File: config.mk
export PLATFORM = sky130hd
export DESIGN_NAME = tsbus_slot_reader_flat
export DESIGN_NICKNAME = d
export VERILOG_FILES = /design/src/rtl/tsbus_pkg.sv /design/src/rtl/tsbus_slot_reader_if.sv /design/src/rtl/tsbus_settle_timer.sv /design/src/rtl/tsbus_slot_reader.sv /design/src/flat_wrapper.sv
export SDC_FILE = /design/constraint.sdc
export NUM_CORES = 1
export LEC_CHECK = 0
export BUFFER_PORTS_ARGS = -buffer_cell sky130_fd_sc_hd__buf_2
export CORE_MARGIN = 1.5
export CORE_UTILIZATION = 43
export CTS_BUF_LIST = sky130_fd_sc_hd__clkbuf_8
export CTS_CLUSTER_DIAMETER = 80
export DETAILED_ROUTE_END_ITERATION = 7
export SLEW_MARGIN = 25
export SYNTH_ARGS = -nofsm -noshare
export SYNTH_HDL_FRONTEND = slang
export SYNTH_HIERARCHICAL = 1
export SYNTH_SLANG_ARGS = --single-unit
export TNS_END_PERCENT = 5
File: constraint.sdc
create_clock -name Clk -period 3.1 [get_ports Clk]
set_clock_uncertainty 0.2 [all_clocks]
set_input_delay 0.62 -clock Clk [delete_from_list [all_inputs] [get_ports Clk]]
set_output_delay 0.62 -clock Clk [all_outputs]
set_load 0.01 [all_outputs]
File: src/rtl/tsbus_pkg.sv
// tsbus_pkg: constants and reader FSM encodings shared by the bus drivers, this reader and the signal controller.
package tsbus_pkg;
    localparam int TSBUS_W = 8;
    localparam int TSBUS_NSLOT = 4;
    typedef enum logic [2:0] {
        ST_IDLE    = 3'd0,
        ST_ENABLE  = 3'd1,
        ST_SAMPLE  = 3'd2,
        ST_GAP     = 3'd3,
        ST_PRESENT = 3'd4
    } rdr_state_e;
endpackage

File: src/rtl/tsbus_slot_reader_if.sv
// tsbus_slot_reader_if: scan control, bus enables/data and snapshot handshake of the slot reader.
interface tsbus_slot_reader_if #(
    parameter int NSLOT = tsbus_pkg::TSBUS_NSLOT,
    parameter int W = tsbus_pkg::TSBUS_W
);
    logic start;
    logic busy;
    logic [NSLOT-1:0] rd_en;
    logic [W-1:0] bus_in;
    logic [NSLOT*W-1:0] slot_data;
    logic out_valid;
    logic out_ready;
    logic [NSLOT-1:0] err_unstable;
    modport master (
        input start, bus_in, out_ready,
        output busy, rd_en, slot_data, out_valid, err_unstable
    );
    modport slave (
        output start, bus_in, out_ready,
        input busy, rd_en, slot_data, out_valid, err_unstable
    );
endinterface

File: src/rtl/tsbus_settle_timer.sv
// tsbus_settle_timer: loadable down-counter; done is high while the count rests at zero.
module tsbus_settle_timer #(
    parameter int CW = 4
) (
    input logic Clk,
    input logic Clear,
    input logic load,
    input logic dec,
    input logic [CW-1:0] load_val,
    output logic done
);
    logic [CW-1:0] count_q, count_d;
    always_comb count_d = load ? load_val : (dec && count_q != '0) ? count_q - CW'(1) : count_q;
    always_ff @(posedge Clk) count_q <= Clear ? '0 : count_d;
    assign done = count_q == '0;
endmodule

File: src/rtl/tsbus_slot_reader.sv
// tsbus_slot_reader: scans NSLOT tri-state bus sources one at a time and presents an atomic snapshot.
// RDR_STABLE_FILTER_EN: resample each slot until two consecutive reads agree, flagging slots that never settle.
module tsbus_slot_reader
    import tsbus_pkg::*;
#(
    parameter int NSLOT = TSBUS_NSLOT,
    parameter int W = TSBUS_W,
    parameter int SETTLE = 1,
    parameter int RETRY_MAX = 3
) (
    input logic Clk,
    input logic Clear,
    tsbus_slot_reader_if.master bus
);
    localparam int SW = (NSLOT > 1) ? $clog2(NSLOT) : 1;
    localparam int CW = $clog2(SETTLE + RETRY_MAX + 1) + 1;
    rdr_state_e state_q, state_d;
    logic [SW-1:0] slot_q, slot_d;
    logic [NSLOT-1:0] rd_en_q, rd_en_d;
    logic busy_q, busy_d;
    logic out_valid_q, out_valid_d;
    logic [NSLOT-1:0][W-1:0] shadow_q, shadow_d;
    logic [NSLOT-1:0][W-1:0] slot_data_q, slot_data_d;
    logic t_load, t_dec, t_done;
    logic [CW-1:0] t_val;
`ifdef RDR_STABLE_FILTER_EN
    logic [NSLOT-1:0] err_q, err_d;
    logic [W-1:0] prev_q, prev_d;
    logic first_q, first_d;
`endif

    tsbus_settle_timer #(.CW(CW)) u_timer (
        .Clk(Clk),
        .Clear(Clear),
        .load(t_load),
        .dec(t_dec),
        .load_val(t_val),
        .done(t_done)
    );

    always_comb begin
        state_d = state_q;
        slot_d = slot_q;
        shadow_d = shadow_q;
        slot_data_d = slot_data_q;
        t_load = 1'b0;
        t_dec = 1'b0;
        t_val = CW'(SETTLE - 1);
`ifdef RDR_STABLE_FILTER_EN
        err_d = err_q;
        prev_d = prev_q;
        first_d = first_q;
`endif
        case (state_q)
            ST_IDLE: begin
                if (bus.start) begin
                    slot_d = '0;
                    t_load = 1'b1;
                    state_d = ST_ENABLE;
`ifdef RDR_STABLE_FILTER_EN
                    err_d = '0;
`endif
                end
            end
            ST_ENABLE: begin
                t_dec = 1'b1;
                if (t_done) begin
                    state_d = ST_SAMPLE;
`ifdef RDR_STABLE_FILTER_EN
                    first_d = 1'b1;
`endif
                end
            end
            ST_SAMPLE: begin
`ifdef RDR_STABLE_FILTER_EN
                // first cycle only captures; later cycles compare against the previous read
                if (first_q) begin
                    prev_d = bus.bus_in;
                    first_d = 1'b0;
                    t_load = 1'b1;
                    t_val = CW'(RETRY_MAX);
                end else if (bus.bus_in == prev_q || t_done) begin
                    shadow_d[slot_q] = bus.bus_in;
                    err_d[slot_q] = bus.bus_in != prev_q;
                    state_d = ST_GAP;
                end else begin
                    prev_d = bus.bus_in;
                    t_dec = 1'b1;
                end
`else
                shadow_d[slot_q] = bus.bus_in;
                state_d = ST_GAP;
`endif
            end
            ST_GAP: begin
                if (slot_q == SW'(NSLOT - 1)) begin
                    slot_data_d = shadow_q;
                    state_d = ST_PRESENT;
                end else begin
                    slot_d = slot_q + SW'(1);
                    t_load = 1'b1;
                    state_d = ST_ENABLE;
                end
            end
            ST_PRESENT: state_d = bus.out_ready ? ST_IDLE : ST_PRESENT;
            default: state_d = ST_IDLE;
        endcase
        // outputs are registered from the next state so they line up with it
        rd_en_d = (state_d == ST_ENABLE || state_d == ST_SAMPLE) ? {{(NSLOT-1){1'b0}}, 1'b1} << slot_d : '0;
        busy_d = state_d != ST_IDLE;
        out_valid_d = state_d == ST_PRESENT;
    end

    always_ff @(posedge Clk) begin
        state_q <= Clear ? ST_IDLE : state_d;
        slot_q <= Clear ? '0 : slot_d;
        rd_en_q <= Clear ? '0 : rd_en_d;
        busy_q <= Clear ? 1'b0 : busy_d;
        out_valid_q <= Clear ? 1'b0 : out_valid_d;
        shadow_q <= Clear ? '0 : shadow_d;
        slot_data_q <= Clear ? '0 : slot_data_d;
`ifdef RDR_STABLE_FILTER_EN
        err_q <= Clear ? '0 : err_d;
        prev_q <= Clear ? '0 : prev_d;
        first_q <= Clear ? 1'b0 : first_d;
`endif
    end

    assign bus.rd_en = rd_en_q;
    assign bus.busy = busy_q;
    assign bus.out_valid = out_valid_q;
    assign bus.slot_data = slot_data_q;
`ifdef RDR_STABLE_FILTER_EN
    assign bus.err_unstable = err_q;
`else
    assign bus.err_unstable = '0;
`endif
endmodule

File: src/flat_wrapper.sv
// flat-port wrapper written by rule: the top's interface ports become plain ports
module tsbus_slot_reader_flat import tsbus_pkg::*;
#(
    parameter int NSLOT = TSBUS_NSLOT,
    parameter int W = TSBUS_W,
    parameter int SETTLE = 1,
    parameter int RETRY_MAX = 3
)
  (Clk, Clear, bus_start, bus_bus_in, bus_out_ready, bus_busy, bus_rd_en, bus_slot_data, bus_out_valid, bus_err_unstable);
  tsbus_slot_reader_if #(.NSLOT(NSLOT), .W(W)) bus_i ();
  input logic Clk;
  input logic Clear;
  input wire logic [$bits(bus_i.start)-1:0] bus_start;
  input wire logic [$bits(bus_i.bus_in)-1:0] bus_bus_in;
  input wire logic [$bits(bus_i.out_ready)-1:0] bus_out_ready;
  output wire logic [$bits(bus_i.busy)-1:0] bus_busy;
  output wire logic [$bits(bus_i.rd_en)-1:0] bus_rd_en;
  output wire logic [$bits(bus_i.slot_data)-1:0] bus_slot_data;
  output wire logic [$bits(bus_i.out_valid)-1:0] bus_out_valid;
  output wire logic [$bits(bus_i.err_unstable)-1:0] bus_err_unstable;
  assign bus_i.start = bus_start;
  assign bus_i.bus_in = bus_bus_in;
  assign bus_i.out_ready = bus_out_ready;
  assign bus_busy = bus_i.busy;
  assign bus_rd_en = bus_i.rd_en;
  assign bus_slot_data = bus_i.slot_data;
  assign bus_out_valid = bus_i.out_valid;
  assign bus_err_unstable = bus_i.err_unstable;
  tsbus_slot_reader #(.NSLOT(NSLOT), .W(W), .SETTLE(SETTLE), .RETRY_MAX(RETRY_MAX)) u_core (.Clk(Clk), .Clear(Clear), .bus(bus_i));
endmodule
### After elaboration in Yosys (flattened, before gate mapping)

Cells that the tools add are included.

| cells by class | value |
|---|---|
| shift-type cells | 1 |
| bitwise gates (word level) | 1 |
| mux-type cells | 15 |
| magnitude comparators | 2 |
| add/sub/neg operators | 2 |
| reductions and logical operators | 10 |
| equality and inequality tests | 8 |

Operators with widths:

| kind | number |
|---|---|
| 32-bit bitwise mux | 1 |
| 8-bit demux with 2-bit select | 1 |
| 3-bit one-hot mux with 5 select lines | 1 |
| 3-bit two-way mux | 4 |
| 3-bit by 2-bit == test with 1-bit output, second input constant | 3 |
| 8-bit two-way mux | 1 |
| 3-bit by 1-bit == test with 1-bit output, second input constant | 2 |
| 3-bit == test, second input constant | 2 |
| 4-bit zero test | 1 |
| 2-bit two-way mux | 2 |
| 2-bit one-hot mux with 2 select lines | 1 |
| 4-bit nonzero test | 1 |
| 2-bit OR reduction | 2 |
| 1-bit by 2-bit << shifter with 4-bit output, first input constant | 1 |
| 4-bit by 1-bit subtractor with 4-bit output, second input constant | 1 |
| 3-bit zero test | 1 |
| 2-bit by 3-bit < comparator with 1-bit output, second input constant | 1 |
| 1-bit two-way mux | 3 |
| 3-bit nonzero test | 1 |
| 2-bit by 1-bit adder with 2-bit output, second input constant | 1 |
| 2-bit == test, second input constant | 1 |
| 2-bit by 1-bit greater-or-equal comparator with 1-bit output, second input constant | 1 |
| 1-bit logical AND | 2 |
| 1-bit one-hot mux with 2 select lines | 1 |
| other kinds (3) | 3 |

| word-level totals | value |
|---|---|
| word-level logic and storage cells | 53 |
| input port bits | 12 |
| register bits | 79 |
| output and inout bits | 42 |

### Logic depth before layout (Yosys ltp)

| logic depth | value |
|---|---|
| word-level depth | 7 |
| mapped depth | 8 |
| depth with buffers taken out | 7 |

### By module

Netlist, hierarchy kept.

By module, submodules not included:

| module | times used | cells an instance | area each (um^2) | sequential area each (um^2) |
|---|---|---|---|---|
| tsbus_slot_reader | 1 | 308 | 2,817.7 | 1,501.4 |
| tsbus_settle_timer | 1 | 29 | 266.5 | 80.1 |

### Worst setup path after synthesis

OpenSTA, ideal clock, no wires.

| timing | value |
|---|---|
| path type | flip-flop to flip-flop |
| start point | register u_core.state_q[0] |
| end point | register u_core.u_timer.count_q[3] |
| period minus slack after synthesis | 2,190 ps |
| path buffers | 2 |
| setup slack | 910 ps |
| cell stages (with the launch flop) | 7 |
| library setup time | 124 ps |
| arrival | 1,867 ps |
| data required time | 2,776 ps |
| cells stage by stage | dfxtp_1 > buf_2 > buf_2 > nor3b_1 > nor4b_2 > mux2i_1 > a211oi_1 |

| between the ends | value |
|---|---|
| cells in the longest elaborated chain, start to end | 3 |
| elaborated cells on any way between the ends | 7 |
| classes of those cells | eq/ne (2); mux (2); reduce/logical (3) |

RTL lines:

| element | line | source |
|---|---|---|
| start: declaration | tsbus_slot_reader.sv:17 | `rdr_state_e state_q, state_d;` |
| start signal: assignment | tsbus_slot_reader.sv:115 | `state_q <= Clear ? ST_IDLE : state_d;` |
| 3-bit by 1-bit == test with 1-bit output | tsbus_slot_reader.sv:54 | `case (state_q)` |
| 1-bit two-way mux | tsbus_slot_reader.sv:54 |  |
| named net u_core.t_dec | tsbus_slot_reader.sv:24 | `logic t_load, t_dec, t_done;` |
| 1-bit logical AND | tsbus_settle_timer.sv:13 | `always_comb count_d = load ? load_val : (dec && count_q != '0) ? count_q - CW'(1) : count_q;` |
| end signal: assignment | tsbus_settle_timer.sv:14 | `always_ff @(posedge Clk) count_q <= Clear ? '0 : count_d;` |
| end: declaration | tsbus_settle_timer.sv:12 | `logic [CW-1:0] count_q, count_d;` |

The timed path passes the listed nets, and every way through them passes these cells.
A chain may end at the register's enable or synchronous reset.

### Worst setup path in the final report

| timing | value |
|---|---|
| start point | register u_core.state_q[0] |
| end point | register u_core.slot_data_q, in the netlist u_core/bus.slot_data[11] |

| between the ends | value |
|---|---|
| cells in the longest elaborated chain, start to end | 2 |

RTL lines:

| element | line | source |
|---|---|---|
| 3-bit by 2-bit == test with 1-bit output | tsbus_slot_reader.sv:54 |  |
| 2-bit AND reduction (no source line) | -- |  |
| end signal: assignment | tsbus_slot_reader.sv:121 | `slot_data_q <= Clear ? '0 : slot_data_d;` |
| end: declaration | tsbus_slot_reader.sv:23 | `logic [NSLOT-1:0][W-1:0] slot_data_q, slot_data_d;` |

Every way passes these cells.

==> results.json <==
{
  "min_path_type": "reg -> reg",
  "power.total_w": 0.00225,
  "dr.first_iter.drc_count": 178,
  "antenna_cells": 0,
  "worst_setup_path_start_kind": "register",
  "p_per_area_nw_per_um2": 622,
  "final_cell_mix": "dfxtp_1, nand2_1, buf_2",
  "cpPeakStageDelay_ns": 0.75,
  "maxCapViolCount": 0,
  "critical_path.top_delay_family": "simple AND/OR/NAND/NOR gates",
  "postCtsSetupBuffers": 0,
  "cts_tree": "yes",
  "drc": 0,
  "die-area_sq_um": 7690,
  "crit_buf_inv": 1,
  "clock_sinks": 79,
  "overflow": 0,
  "num_rows": 30,
  "final-setup-viol-count": 0,
  "viasPerCell": 4.82,
  "cts_hold_buffers": 0,
  "critPathKind": "reg -> reg",
  "cts_resized": 0,
  "totalWireLength_um": 6350,
  "clock_latency_ns": 0.34,
  "die_height_um": 87.7,
  "fin_util": 0.527,
  "syn_to_final_growth_pct": 17.4,
  "netlist_instances": 337,
  "post-route-period-util": 0.741,
  "synthFlopType": "dfxtp_1",
  "rsz0062_at_grt": "no",
  "num_vias": 2334,
  "initial_core_util": 0.449,
  "layout_commonest_cell": "dfxtp_1",
  "numCtsBuffers": 9,
  "clk_path_buf_depth": 2,
  "antenna_found_initial": 0,
  "grt_pass1_wl_um": 10400,
  "required_ns": 3.18,
  "fin_crit_ns": 2.30,
  "async_flop_share": 0,
  "yosysWarnings": 6,
  "finalSetupTns_ns": 0,
  "worst_pin_slew_ns": 0.764,
  "grt_usage": 0.177,
  "ff_latch_area_sq_um": 1580,
  "path_max_fanout": 19,
  "numPortBuffers": 49,
  "final_layout_size_suffix_gt1_frac": 0.209,
  "drt_pass1_iterations": 4,
  "worst_path_max_delay_cell": "dfxtp_1",
  "htreeDepth": 3,
  "synth_seq_cells": 79,
  "io_pins": 54,
  "routedWlPerCell_um": 13.1,
  "status": "finished clean",
  "root_buffer": "clkbuf_8",
  "synth_edf_count": 0,
  "critical_path.cell_chain": "and3b_1 -> nor2b_2 -> buf_4 -> nand2_1 -> a21oi_1",
  "grt_max_degree": 37,
  "coreArea_sq_um": 6870,
  "syn_area_sq_um": 3080,
  "die_x_um": 87.7,
  "hp-start": "u_core/shadow_q[25]",
  "critical_path.endpoint_type": "register",
  "synth_cell_type_count": 41,
  "dp_hpwl_um": 4300,
  "reg2reg_from": "u_core/state_q[0]",
  "grt_pass1_vias": 2136,
  "multiInputGateArea_sq_um": 1370,
  "cp_data_arrival_time_ns": 2.37,
  "fillers": 664,
  "hold_viol": 0,
  "antenna_left": 0,
  "postPlaceCellArea_sq_um": 3380,
  "crit_start": "u_core/state_q[0]",
  "drv_slew": 0,
  "place_ws_ns": 0.812,
  "gp_congestion": 0.728,
  "ys_seq_area_frac": 0.513,
  "relSlewSlack": 0.487,
  "vdd_ir_drop_max_uv": 262,
  "syn_area_per_cell_sq_um": 9.15,
  "leakage_nw": 1.53,
  "fin_ws_ns": 0.804,
  "clkTransAtPathRegs_ns": 0.09,
  "design_area_sq_um": 3620,
  "nets": 396,
  "max_freq_mhz": 435
}
==> kinds of logic after synthesis <==
group                      share of synthesized area
and+or+nand+nor                                0.217
DFF                                            0.513
AOI/OAI and AO/OA                              0.103
muxes                                          0.110
buffers and inverters                         0.0515
adders and majority gates                    0.00406
other                                        0.00122
==> where the power goes <==
group / total, W / internal (W) / switching (W) / leakage, nW
Sequential: 0.00109 / 0.00105 / 0.0000416 / 0.638
Combinational: 0.000242 / 0.000106 / 0.000136 / 0.765
Clock: 0.000921 / 0.000538 / 0.000383 / 0.122
Total: 0.00225 / 0.00169 / 0.000561 / 1.53
==> registers in the layout, summed over array words and instances (netlist names) <==
name                    flops
u_core/bus.busy             1
u_core/state_q              3
u_core/shadow_q            32
u_core/bus.slot_data       32
u_core/bus.rd_en            4
u_core/slot_q               2
u_core/bus.out_valid        1
u_core/u_timer/count_q      4
==> final cells by class <==
cell class / count / share of cell area
inverter: 4 / 0.00415
timing repair buffer: 55 / 0.0801
clock inverter: 7 / 0.0328
multi-input combinational: 234 / 0.379
tap: 96 / 0.0332
sequential: 79 / 0.437
clock buffer: 9 / 0.0342
==> routing by layer <==
metal | track usage | up-vias | part of all wire
li1 | - | 1218 | -
met1 | 0.244 | 1059 | 0.51
met2 | 0.266 | 48 | 0.44
met3 | 0.0339 | 9 | 0.036
met4 | 0.0823 | 0 | 0.013
met5 | 0 | - | 0
==> synth_stat cells, types with 3 or more instances <==
master | n | share of area
clkbuf_1 | 9 | 0.011
dfxtp_1 | 79 | 0.51
buf_2 | 10 | 0.016
nand3_1 | 3 | 0.0049
nor3_1 | 5 | 0.0081
buf_4 | 8 | 0.019
nand2_1 | 69 | 0.084
inv_1 | 4 | 0.0049
nor3b_1 | 3 | 0.0073
a21oi_1 | 38 | 0.062
mux2i_1 | 34 | 0.11
nor2_1 | 41 | 0.050
==> path summary, 6_finish.rpt <==
path | end | slack [ns] | cells past startpoint
hold reg to reg | u_core/bus.slot_data[25] | 0.25 | 2
setup reg to reg | u_core/bus.slot_data[11] | 0.80 | 5
hold / removal | u_core/bus.slot_data[25] | 0.25 | 2
setup / recovery | u_core/bus.slot_data[11] | 0.80 | 5
==> per-stage QoR <==
step,cells,hold slack (ns)
after floorplan,344,0.231
after CTS,484,0.254
after global routing,484,0.263
after global placement,468,0.239
final,484,0.249
after detailed placement,468,0.245
==> worst reg2reg max path: stages, from the launching register on <==
cell	delay, ns
dfxtp_1	0.75
and3b_1	0.29
nor2b_2	0.49
buf_4	0.29
nand2_1	0.09
a21oi_1	0.13
No activity file was read; power rests on OpenSTA's default activity.
